--- src/rtl/iterative_shifter_8bit.sv ---
// iterative_shifter_8bit: multi-cycle 8-bit shifter (SLL/SRL/SRA/ROL), one bit position per clock.
// Optional build macro SHIFT_ZERO_BYPASS_EN: a start with smt=0 skips SHIFT and goes straight to DONE.
module iterative_shifter_8bit (
  input  logic       clk,
  input  logic       rst_n,
  input  logic       start,
  input  logic [7:0] data_in,
  input  logic [2:0] smt,
  input  logic [1:0] mode,
  output logic [7:0] data_out,
  output logic       busy,
  output logic       done
);
  localparam logic [1:0] IDLE  = 2'd0;
  localparam logic [1:0] SHIFT = 2'd1;
  localparam logic [1:0] DONE  = 2'd2;
  logic [1:0] state_q, state_d;
  logic [2:0] count_q, count_d;
  logic [7:0] work_q, work_d;
  logic [1:0] mode_q, mode_d;
  logic [7:0] data_out_q, data_out_d;
  logic [7:0] step;
  // One 1-bit step of the working register according to the captured mode
  always_comb begin
    step = mode_q == 2'b00 ? {work_q[6:0], 1'b0} :
           mode_q == 2'b01 ? {1'b0, work_q[7:1]} :
           mode_q == 2'b10 ? {work_q[7], work_q[7:1]} :
                             {work_q[6:0], work_q[7]};
  end
  // FSM next-state, operand capture, iteration and result load
  always_comb begin
    state_d    = state_q;
    count_d    = count_q;
    work_d     = work_q;
    mode_d     = mode_q;
    data_out_d = data_out_q;
    case (state_q)
      IDLE: begin
        if (start) begin
          work_d = data_in;
          count_d = smt;
          mode_d = mode;
`ifdef SHIFT_ZERO_BYPASS_EN
          state_d = smt == 3'd0 ? DONE : SHIFT;
          data_out_d = smt == 3'd0 ? data_in : data_out_q;
`else
          state_d = SHIFT;
`endif
        end
      end
      SHIFT: begin
        if (count_q != 3'd0) begin
          work_d = step;
          count_d = count_q - 3'd1;
          state_d = count_q == 3'd1 ? DONE : SHIFT;
          data_out_d = count_q == 3'd1 ? step : data_out_q;
        end else begin
          state_d = DONE;
          data_out_d = work_q;
        end
      end
      DONE: state_d = IDLE;
      default: state_d = IDLE;
    endcase
  end
  // State registers with asynchronous active-low clear; an aborted result is discarded
  always_ff @(posedge clk or negedge rst_n) begin
    if (!rst_n) begin
      state_q    <= IDLE;
      count_q    <= 3'd0;
      work_q     <= 8'h00;
      mode_q     <= 2'b00;
      data_out_q <= 8'h00;
    end else begin
      state_q    <= state_d;
      count_q    <= count_d;
      work_q     <= work_d;
      mode_q     <= mode_d;
      data_out_q <= data_out_d;
    end
  end
  assign data_out = data_out_q;
  assign busy     = state_q == SHIFT;
  assign done     = state_q == DONE;
endmodule

--- config.mk ---
export PLATFORM = sky130hd
export DESIGN_NAME = iterative_shifter_8bit
export DESIGN_NICKNAME = d
export VERILOG_FILES = /design/src/rtl/iterative_shifter_8bit.sv
export SDC_FILE = /design/constraint.sdc
export NUM_CORES = 1
export LEC_CHECK = 0
export ABC_AREA = 1
export BUFFER_PORTS_ARGS = -buffer_cell sky130_fd_sc_hd__buf_2
export CAP_MARGIN = 10
export CORE_MARGIN = 2
export CORE_UTILIZATION = 49
export DETAILED_ROUTE_END_ITERATION = 16
export PLACE_DENSITY = 0.87
export REMOVE_ABC_BUFFERS = 1
export SYNTH_ARGS = -nofsm -noshare
export SYNTH_HDL_FRONTEND = slang
export SYNTH_SLANG_ARGS = --single-unit
--- constraint.sdc ---
create_clock -name clk -period 1.3 [get_ports clk]
set_input_delay 0.065 -clock clk [delete_from_list [all_inputs] [get_ports clk]]
set_output_delay 0.065 -clock clk [all_outputs]
set_load 0.02 [all_outputs]
[Word-level counts from Yosys, hierarchy flattened]
Cells that the tools add are included.
Word-level totals
  register bits: 23
  output and inout bits: 10
  word-level logic and storage cells: 36
Cells by class
  add/sub/neg operators: 1
  equal/unequal tests: 8
  muxes and demuxes: 15
  reduce and logical (&&, ||, !) cells: 7
Operator list (number)
  2-to-1 mux 8 bit: 7
  one-hot mux 8 bit (2 select lines): 1
  2-to-1 mux 2 bit: 3
  2-to-1 mux 3 bit: 2
  one-hot mux 3 bit (2 select lines): 1
  equality test 2 x 1 -> 1 bit (second input constant): 2
  equality test 2 bit (second input constant): 2
  logical NOT 2 bit: 2
  inequality test 2 x 1 -> 1 bit (second input constant): 2
  one-hot mux 2 bit (2 select lines): 1
  AND reduction 2 bit: 2
  equality test 3 x 1 -> 1 bit (second input constant): 1
  AND reduction 3 bit: 1
  nonzero test 3 bit: 1
  subtractor 3 x 1 -> 3 bit (second input constant): 1
  inequality test 2 bit (second input constant): 1
  nonzero test 2 bit: 1

[Longest topological paths before layout]
Gate-level depths: netlist (run 1).
  depth after elaboration: 6
  mapped depth: 9
  mapped depth without buffers: 8

[Least setup slack after synthesis (run 1)]
Ideal clock, no wire load.
  path type: register -> register
  start: register count_q[0]
  end: register data_out_q[7] (netlist: data_out[7])
  setup time: 0.065 ns
  arrival: 1.212 ns
  data required time: 1.235 ns
  slack: 0.023 ns
  stages on the path, launching flop included: 10
  buffers on the path: 1
  clock period less this slack: 1.277 ns
  cell sequence: dfrtp_1 > inv_1 > ha_1 > inv_1 > nand2_1 > nand3_4 > buf_6 > nor2_4 > nand2_1 > nand2_1
On the way
  longest elaborated chain between the ends: 3
RTL lines
  from (decl): line 18  | logic [2:0] count_q, count_d;
  from (signal assigned): line 76  | count_q <= count_d;
  equality test 3 x 1 -> 1 bit or nonzero test 3 bit (tied branches): line 56, 52
  inequality test 2 x 1 -> 1 bit (no line)
  AND reduction 2 bit (no line)
  to (signal assigned): line 79  | data_out_q <= data_out_d;
  to (decl): line 21  | logic [7:0] data_out_q, data_out_d;
Parallel ways exist; a longest one is shown, timed or not.
A chain may end at the register's enable or synchronous reset.

[Worst setup path after layout (run 1)]
  start: register count_q[0]
  end: register count_q[2]
On the way
  longest elaborated chain between the ends: 3
RTL lines (line)
  subtractor 3 x 1 -> 3 bit or nonzero test 3 bit (tied branches): 54, 52
  2-to-1 mux 3 bit or inequality test 2 x 1 -> 1 bit (tied branches)
  one-hot mux 3 bit (2 select lines) or AND reduction 3 bit (tied branches)
Parallel ways exist; a longest one is shown, timed or not. The select of a mux whose other input is x is not followed.

==> impl_results.md, run 1 <==
- Wirelength, routed: about 3.8 mm
- Routed vias/inst: about 5.5
- Io pins: 26
- Buffering stage count on the worst path with inverters included: 2
- Arrival @ worst endpoint: around 1.6 ns
- Core occupancy in the finished layout: 0.6902
- Cell total after placement: approximately 250
- Portion of the post-synthesis area used by sequential elements: 0.4107
- Most area-hungry cell type in the Yosys netlist: sky130_fd_sc_hd__dfrtp_1
- Clock-pin slew reported for the worst setup and hold paths after clock tree synthesis: between 0.1 and 0.15 ns
- Min Tclk post-route: 1.321 ns
- Final Hold Vio Count: 0
- Failing checks: negative setup slack
- Area taken by flip-flops and latches: 578.1 um^2
- Sum Neg Setup Slack: -0.02130 ns
- First-iteration detailed-routing DRC count: ~80
- Achievable clock frequency: between 700 and 800 MHz
- Period utilization: 1.016
- Kind of end point of the critical path: flop
- Number of library cell types mapped by synthesis: 20
- Nature of the critical path startpoint: flop
- Slowest stage cell on the critical path: sky130_fd_sc_hd__dfrtp_1
- Inserted Diodes: 0
- Post-DP HPWL: about 2.1 mm
- Delay of the slowest critical-path stage: between 0.4 and 0.5 ns
- Setup CP Type: reg -> reg
- Post-Route Skew: around 0.0014 ns
- Routed wire per std cell: ~14 um
- Maximum number of pins on one net before global-route repair: 24
- Number of CTS-inserted buffers: 3
- Clock tree buffer depth: 2
- Number of iterations in the first detailed-routing pass: 4
- Max IR drop VDD: 2.421 mV
- Overall overflow remaining after global route: 0
- RSZ-0062 raised after global routing: yes
- Chip width: about 57 um
- Final RePlAce weighted congestion: ~0.80
- Antenna violations before repair: 0
- Setup slack after layout: -0.02130 ns
- Clock latency on the worst-skew pair: between 0.3 and 0.4 ns
- Number of fillers in the final layout: ~200
- Nets@finish: around 250
- Async SR Flop Fraction: 1.000
- Worst slew pin tran: between 0.5 and 0.6 ns
- CTS H-tree lvls: 1
- Layout cell share with drive strength beyond 1: 0.3718
- Wire length of the first global-routing pass: roughly 5.9 mm
- Area of the multi-input gates: roughly 850 um^2
- Synth Register Bits: 23
- Placeable Area: around 0.0027 mm^2
- Relative slew margins: 0.6462
- Top cell by count, worst path: sky130_fd_sc_hd__nand2_1
- Cell count after synthesis: 186
- Largest driver fanout on the critical path: 3
- Area share of the leading cell type in the synthesized netlist: 0.4107
- Class of the most critical hold timing path: in -> reg
- Leakage dissipation: 0.9811 nW
- Drt drc: 0
- Total via count in the routed design: 1465
- Prevailing post-synth register cell: sky130_fd_sc_hd__dfrtp_1
- Main area contributors after synthesis: sky130_fd_sc_hd__dfrtp_1, sky130_fd_sc_hd__nand2_1, sky130_fd_sc_hd__nand3_1
- Crit path cell chain: inv_2 -> buf_4 -> ha_1 -> xnor2_1 -> nand2_1 -> nand3_1 -> nand2_1
- Total power divided by cell area: 3152 mW/mm^2
- Number of nets still failing antenna checks after routing: 0
- Final cell count without fillers: approximately 270
- Buffer type at the clock tree root: sky130_fd_sc_hd__clkbuf_4
- Die outline area: around 0.0033 mm^2
- Netlist Area Pre-Place: approximately 0.0014 mm^2
- Avg Synthesized Cell Area: 7.534 um^2
- Crit path required time: 1.54 ns
- Vias in the first global route: around 1.4k
- Row count: 19
- Sinks on the clock net: 23
- Number of maximum-capacitance constraint violations: 0
- Syn. warnings: 0
- GRT Total Usage: 0.2327
- Area grow syn2layout: 34.64%
- Port Buffers: 25
- Most frequent cells after synthesis: sky130_fd_sc_hd__nand2_1, sky130_fd_sc_hd__nand3_1, sky130_fd_sc_hd__nor2_1
- Effective utilization at floorplan: 0.5126
- Count of flip-flops with a built-in enable after synthesis: 0
- Status: complete, but fails checks
- Number of pins exceeding their max-slew limit in the final report: 0
- Endpoints failing setup: 1
- Die height: about 57 um
- Crit-path leading delay family: flip-flops
- Most instantiated library cell after synthesis: sky130_fd_sc_hd__nand2_1
- TritonCTS clock tree: done
[per-layer routing]
metal / wire, um / up-vias / global-route usage / share of wire
li1: - / 702 / - / -
met1: 1501 / 683 / 0.2830 / 0.40
met2: 1959 / 72 / 0.3847 / 0.52
met3: 260 / 8 / 0.04082 / 0.069
met4: 72 / 0 / 0.1362 / 0.019
met5: 0 / - / 0 / 0
[flip-flops by register name (all words and copies together) (netlist names)]
| signal | flops |
|---|---|
| count_q | 3 |
| data_out | 8 |
| mode_q | 2 |
| state_q | 2 |
| work_q | 8 |
[final timing paths]
check / startpoint / end / slack, ns / cells after the start
max: count_q[0]$_DFFE_PN0P_ / count_q[2]$_DFFE_PN0P_ / -0.02 / 7
min: smt[2] / count_q[2]$_DFFE_PN0P_ / 0.05 / 4
max reg2reg: count_q[0]$_DFFE_PN0P_ / count_q[2]$_DFFE_PN0P_ / -0.02 / 7
min reg2reg: data_out[4]$_DFFE_PN0P_ / data_out[4]$_DFFE_PN0P_ / 0.49 / 2
max in group asynchronous: rst_n / state_q[1]$_DFFE_PN0P_ / 0.68 / 2
min in group asynchronous: rst_n / state_q[0]$_DFFE_PN0P_ / 0.23 / 2
[stage by stage]
step	area (um^2)	hold WS, ns	setup slack [ns]	total power [mW]
after detailed placement	1589	0.06785	-0.07684	4.521
after floorplan	1338	-0.2306	0.009365	3.518
after CTS	1763	0.05202	0.02107	5.342
final	1887	0.04698	-0.02130	5.948
after global routing	1887	0.04713	-0.05491	6.413
after global placement	1589	0.06868	-0.008554	4.420
[cell type report]
class | count | share of cell area
Clock buffer | 3 | 0.01194
Clock inverter | 1 | 0.002653
Inverter | 11 | 0.02586
Multi-Input combinational cell | 150 | 0.4529
Sequential cell | 23 | 0.3064
Tap cell | 31 | 0.02056
Timing Repair Buffer | 46 | 0.1797
[placed cells by master (no fill, tap or decap), types with 3 or more instances in the layout]
cell type,n
sky130_fd_sc_hd__nand2_1,62
sky130_fd_sc_hd__nand3_1,26
sky130_fd_sc_hd__buf_2,24
sky130_fd_sc_hd__dfrtp_1,21
sky130_fd_sc_hd__nor2_1,18
sky130_fd_sc_hd__buf_4,11
sky130_fd_sc_hd__nor2_2,8
sky130_fd_sc_hd__inv_2,7
sky130_fd_sc_hd__a21oi_1,6
sky130_fd_sc_hd__nand2_4,5
sky130_fd_sc_hd__buf_6,5
sky130_fd_sc_hd__nand3_4,4
sky130_fd_sc_hd__a21oi_2,3
sky130_fd_sc_hd__o21ai_1,3
sky130_fd_sc_hd__clkbuf_4,3
sky130_fd_sc_hd__dlygate4sd3_1,3
[what timing repair did]
action	CTS	global route
buffers inserted	4	4
pin swaps	2	5
hold buffers	3	0
endpoints found under the hold margin	25	0
gates resized for setup	15	26
cloned	2	1
endpoints found under the setup margin	19	20
[logic make-up after synthesis]
logic type / after synthesis / synth area share
xor gates and xnor gates: 1 / 0.006251
DFF: 23 / 0.4107
and+or+nand+nor: 128 / 0.4277
buffers and inverters: 16 / 0.07500
AOI/OAI and AO/OA: 15 / 0.05357
adders and majority gates: 3 / 0.02679
[worst min-delay path, delay by kind of cell]
kind,cells,cell delay [ns]
simple gates,3,0.21
buf+inv,1,0.07
[where the power goes]
part	switching, mW	internal [mW]	leakage (nW)
Clock	0.231	0.116	0.0177
Sequential	0.370	1.09	0.280
Combinational	2.43	1.72	0.683
No activity file was read; power rests on OpenSTA's default activity.
==> run 2: changes to the inputs <==
- CELL_PAD_IN_SITES_DETAIL_PLACEMENT: not set -> 1
- CELL_PAD_IN_SITES_GLOBAL_PLACEMENT: not set -> 2
- CORE_UTILIZATION: 49 -> 28
==> run 2 against run 1 <==
  * Critical endpoint is now busy
  * Setup slack better by 0.071 ns
  * Clock power increased by 31%
  * Via count down 8.2%
  * The run now ends clean
  * Core utilization fell by 29 points
  * Wire length up 3.0%
  * Die area increased by 69%
  * Cell count increased by 12%
  * Clock skew rose by 0.00069 ns
  * First-iteration DRC count decreased by 47%
==> impl_results.md, run 2 (same netlist as run 1, synthesis figures left out) <==
- Status: finished clean
- Min Tclk post-route: about 1.3 ns
- Total power divided by cell area: roughly 3000 mW/mm^2
- Commonest cells after routing, fill and taps aside: sky130_fd_sc_hd__nand2_1, sky130_fd_sc_hd__nand3_1, sky130_fd_sc_hd__buf_2
- Worst slew pin tran: 0.5587 ns
- Area of the multi-input gates: just under 900 um^2
- Number of nets still failing antenna checks after routing: 0
- Chip width: about 75 um
- Overall overflow remaining after global route: 0
- Post-DP HPWL: approximately 2.7 mm
- Routed wire per std cell: about 13 um
- Maximum number of pins on one net before global-route repair: 24
- Drt drc: 0
- Worst reg2reg path depth: 8
- Commonest non-fill, non-tap cell in the layout: sky130_fd_sc_hd__nand2_1
- GRT Total Usage: 0.1561
- Clock-pin slew reported for the worst setup and hold paths after clock tree synthesis: ~0.09 ns
- Nature of the critical path startpoint: flop
- Antenna violations before repair: 0
- Nets@finish: about 250
- Die outline area: around 0.0056 mm^2
- Arrival @ worst endpoint: roughly 1.2 ns
- Port Buffers: 25
- Placeable Area: approximately 0.0048 mm^2
- Number of iterations in the first detailed-routing pass: 4
- Io pins: 26
- Effective utilization at floorplan: 0.2928
- Core occupancy in the finished layout: 0.4047
- CTS H-tree lvls: 1
- Clock latency on the worst-skew pair: between 0.2 and 0.3 ns
- Number of pins exceeding their max-slew limit in the final report: 0
- Post-Route Skew: ~0.0021 ns
- Area grow syn2layout: 38.21%
- Number of fillers in the final layout: 597
- Largest driver fanout on the critical path: 6
- Class of the most critical hold timing path: in -> reg
- First-iteration detailed-routing DRC count: 42
- Setup slack after layout: 0.04951 ns
- Die height: 74.75 um
- Relative slew margins: 0.6276
- Sinks on the clock net: 23
- Crit path required time: between 1 and 1.5 ns
- Endpoints failing setup: 0
- Kind of end point of the critical path: output pin
- Vias in the first global route: about 1.4k
- Period utilization: 0.9619
- Routed vias/inst: approximately 4.5
- TritonCTS clock tree: done
- Area of placed instances: approximately 0.0017 mm^2
- Wire length of the first global-routing pass: between 6 and 7 mm
- Pre-CTS worst setup slack: -0.1288 ns
- Wirelength, routed: roughly 4 mm
- Layout cell share with drive strength beyond 1: 0.4017
- Sum Neg Setup Slack: 0 ns
- Setup CP Type: reg -> out
- Final standard cell area without fillers: between 0.0015 and 0.002 mm^2
- Final Hold Vio Count: 0
- Inserted Diodes: 0
- Leakage dissipation: 0.9605 nW
- Area taken by flip-flops and latches: between 500 and 600 um^2
- Row count: 25
- Post-route worst hold slack: ~0.049 ns
- RSZ-0062 raised after global routing: yes
- Hold Crit Depth: 3
- Achievable clock frequency: roughly 800 MHz
- Max IR drop VDD: 1.032 mV
- Number of maximum-capacitance constraint violations: 0
- Clock tree buffer depth: 2
- Total via count in the routed design: around 1.3k
- Number of CTS-inserted buffers: 3
- Final RePlAce weighted congestion: around 0.73
- Buffer type at the clock tree root: sky130_fd_sc_hd__clkbuf_8
run 2: final timing paths:
kind	slack, ns	startpoint	end
max	0.05	state_q[1]$_DFFE_PN0P_	busy
min	0.05	mode[1]	mode_q[1]$_DFFE_PN0P_
max reg2reg	0.05	count_q[1]$_DFFE_PN0P_	work_q[0]$_DFFE_PN0P_
min reg2reg	0.48	data_out[0]$_DFFE_PN0P_	data_out[0]$_DFFE_PN0P_
max in group asynchronous	0.58	rst_n	state_q[1]$_DFFE_PN0P_
min in group asynchronous	0.32	rst_n	mode_q[1]$_DFFE_PN0P_
run 2: timing repair:
action / CTS / global route
gates resized for setup: 10 / 37
buffers inserted: 2 / 2
pin swaps: 3 / 13
endpoints found under the hold margin: 23 / 0
setup endpoints to repair: 19 / 20
hold buffers: 1 / 0
cloned: 2 / 0
run 2: cell type report:
type | count | area share
Clock inverter | 1 | 0.002584
Timing Repair Buffer | 42 | 0.1537
Inverter | 11 | 0.02778
Multi-Input combinational cell | 149 | 0.4535
Clock buffer | 3 | 0.02132
Tap cell | 67 | 0.04328
Sequential cell | 23 | 0.2978
run 2: routing by layer:
layer | vias up | share of wire | global-route usage
met5 | - | 0 | 0
met4 | 0 | 0.011 | 0.05159
met3 | 4 | 0.027 | 0.01606
met2 | 23 | 0.51 | 0.2635
met1 | 631 | 0.45 | 0.2098
li1 | 687 | - | -
run 2: per-stage QoR:
step                      std cells  power (mW)
after floorplan                 181       3.518
after global placement          285       4.617
after detailed placement        285       4.719
after CTS                       294       5.522
after global routing            296       6.597
final                           296       5.979
run 2: worst max-delay path, cell delays in order, from the launching register on:
cell and delay (ns):
sky130_fd_sc_hd__dfrtp_2 0.46, sky130_fd_sc_hd__nor2_8 0.17, sky130_fd_sc_hd__buf_4 0.16, sky130_fd_sc_hd__buf_4 0.14
run 2: report_power, final:
| part | total (mW) | leakage (nW) | switching (mW) | internal, mW |
|---|---|---|---|---|
| clock | 0.454 | 0.0255 | 0.239 | 0.214 |
| combinational | 4.10 | 0.654 | 2.44 | 1.66 |
| sequential | 1.43 | 0.281 | 0.344 | 1.08 |
| total | 5.98 | 0.960 | 3.03 | 2.95 |
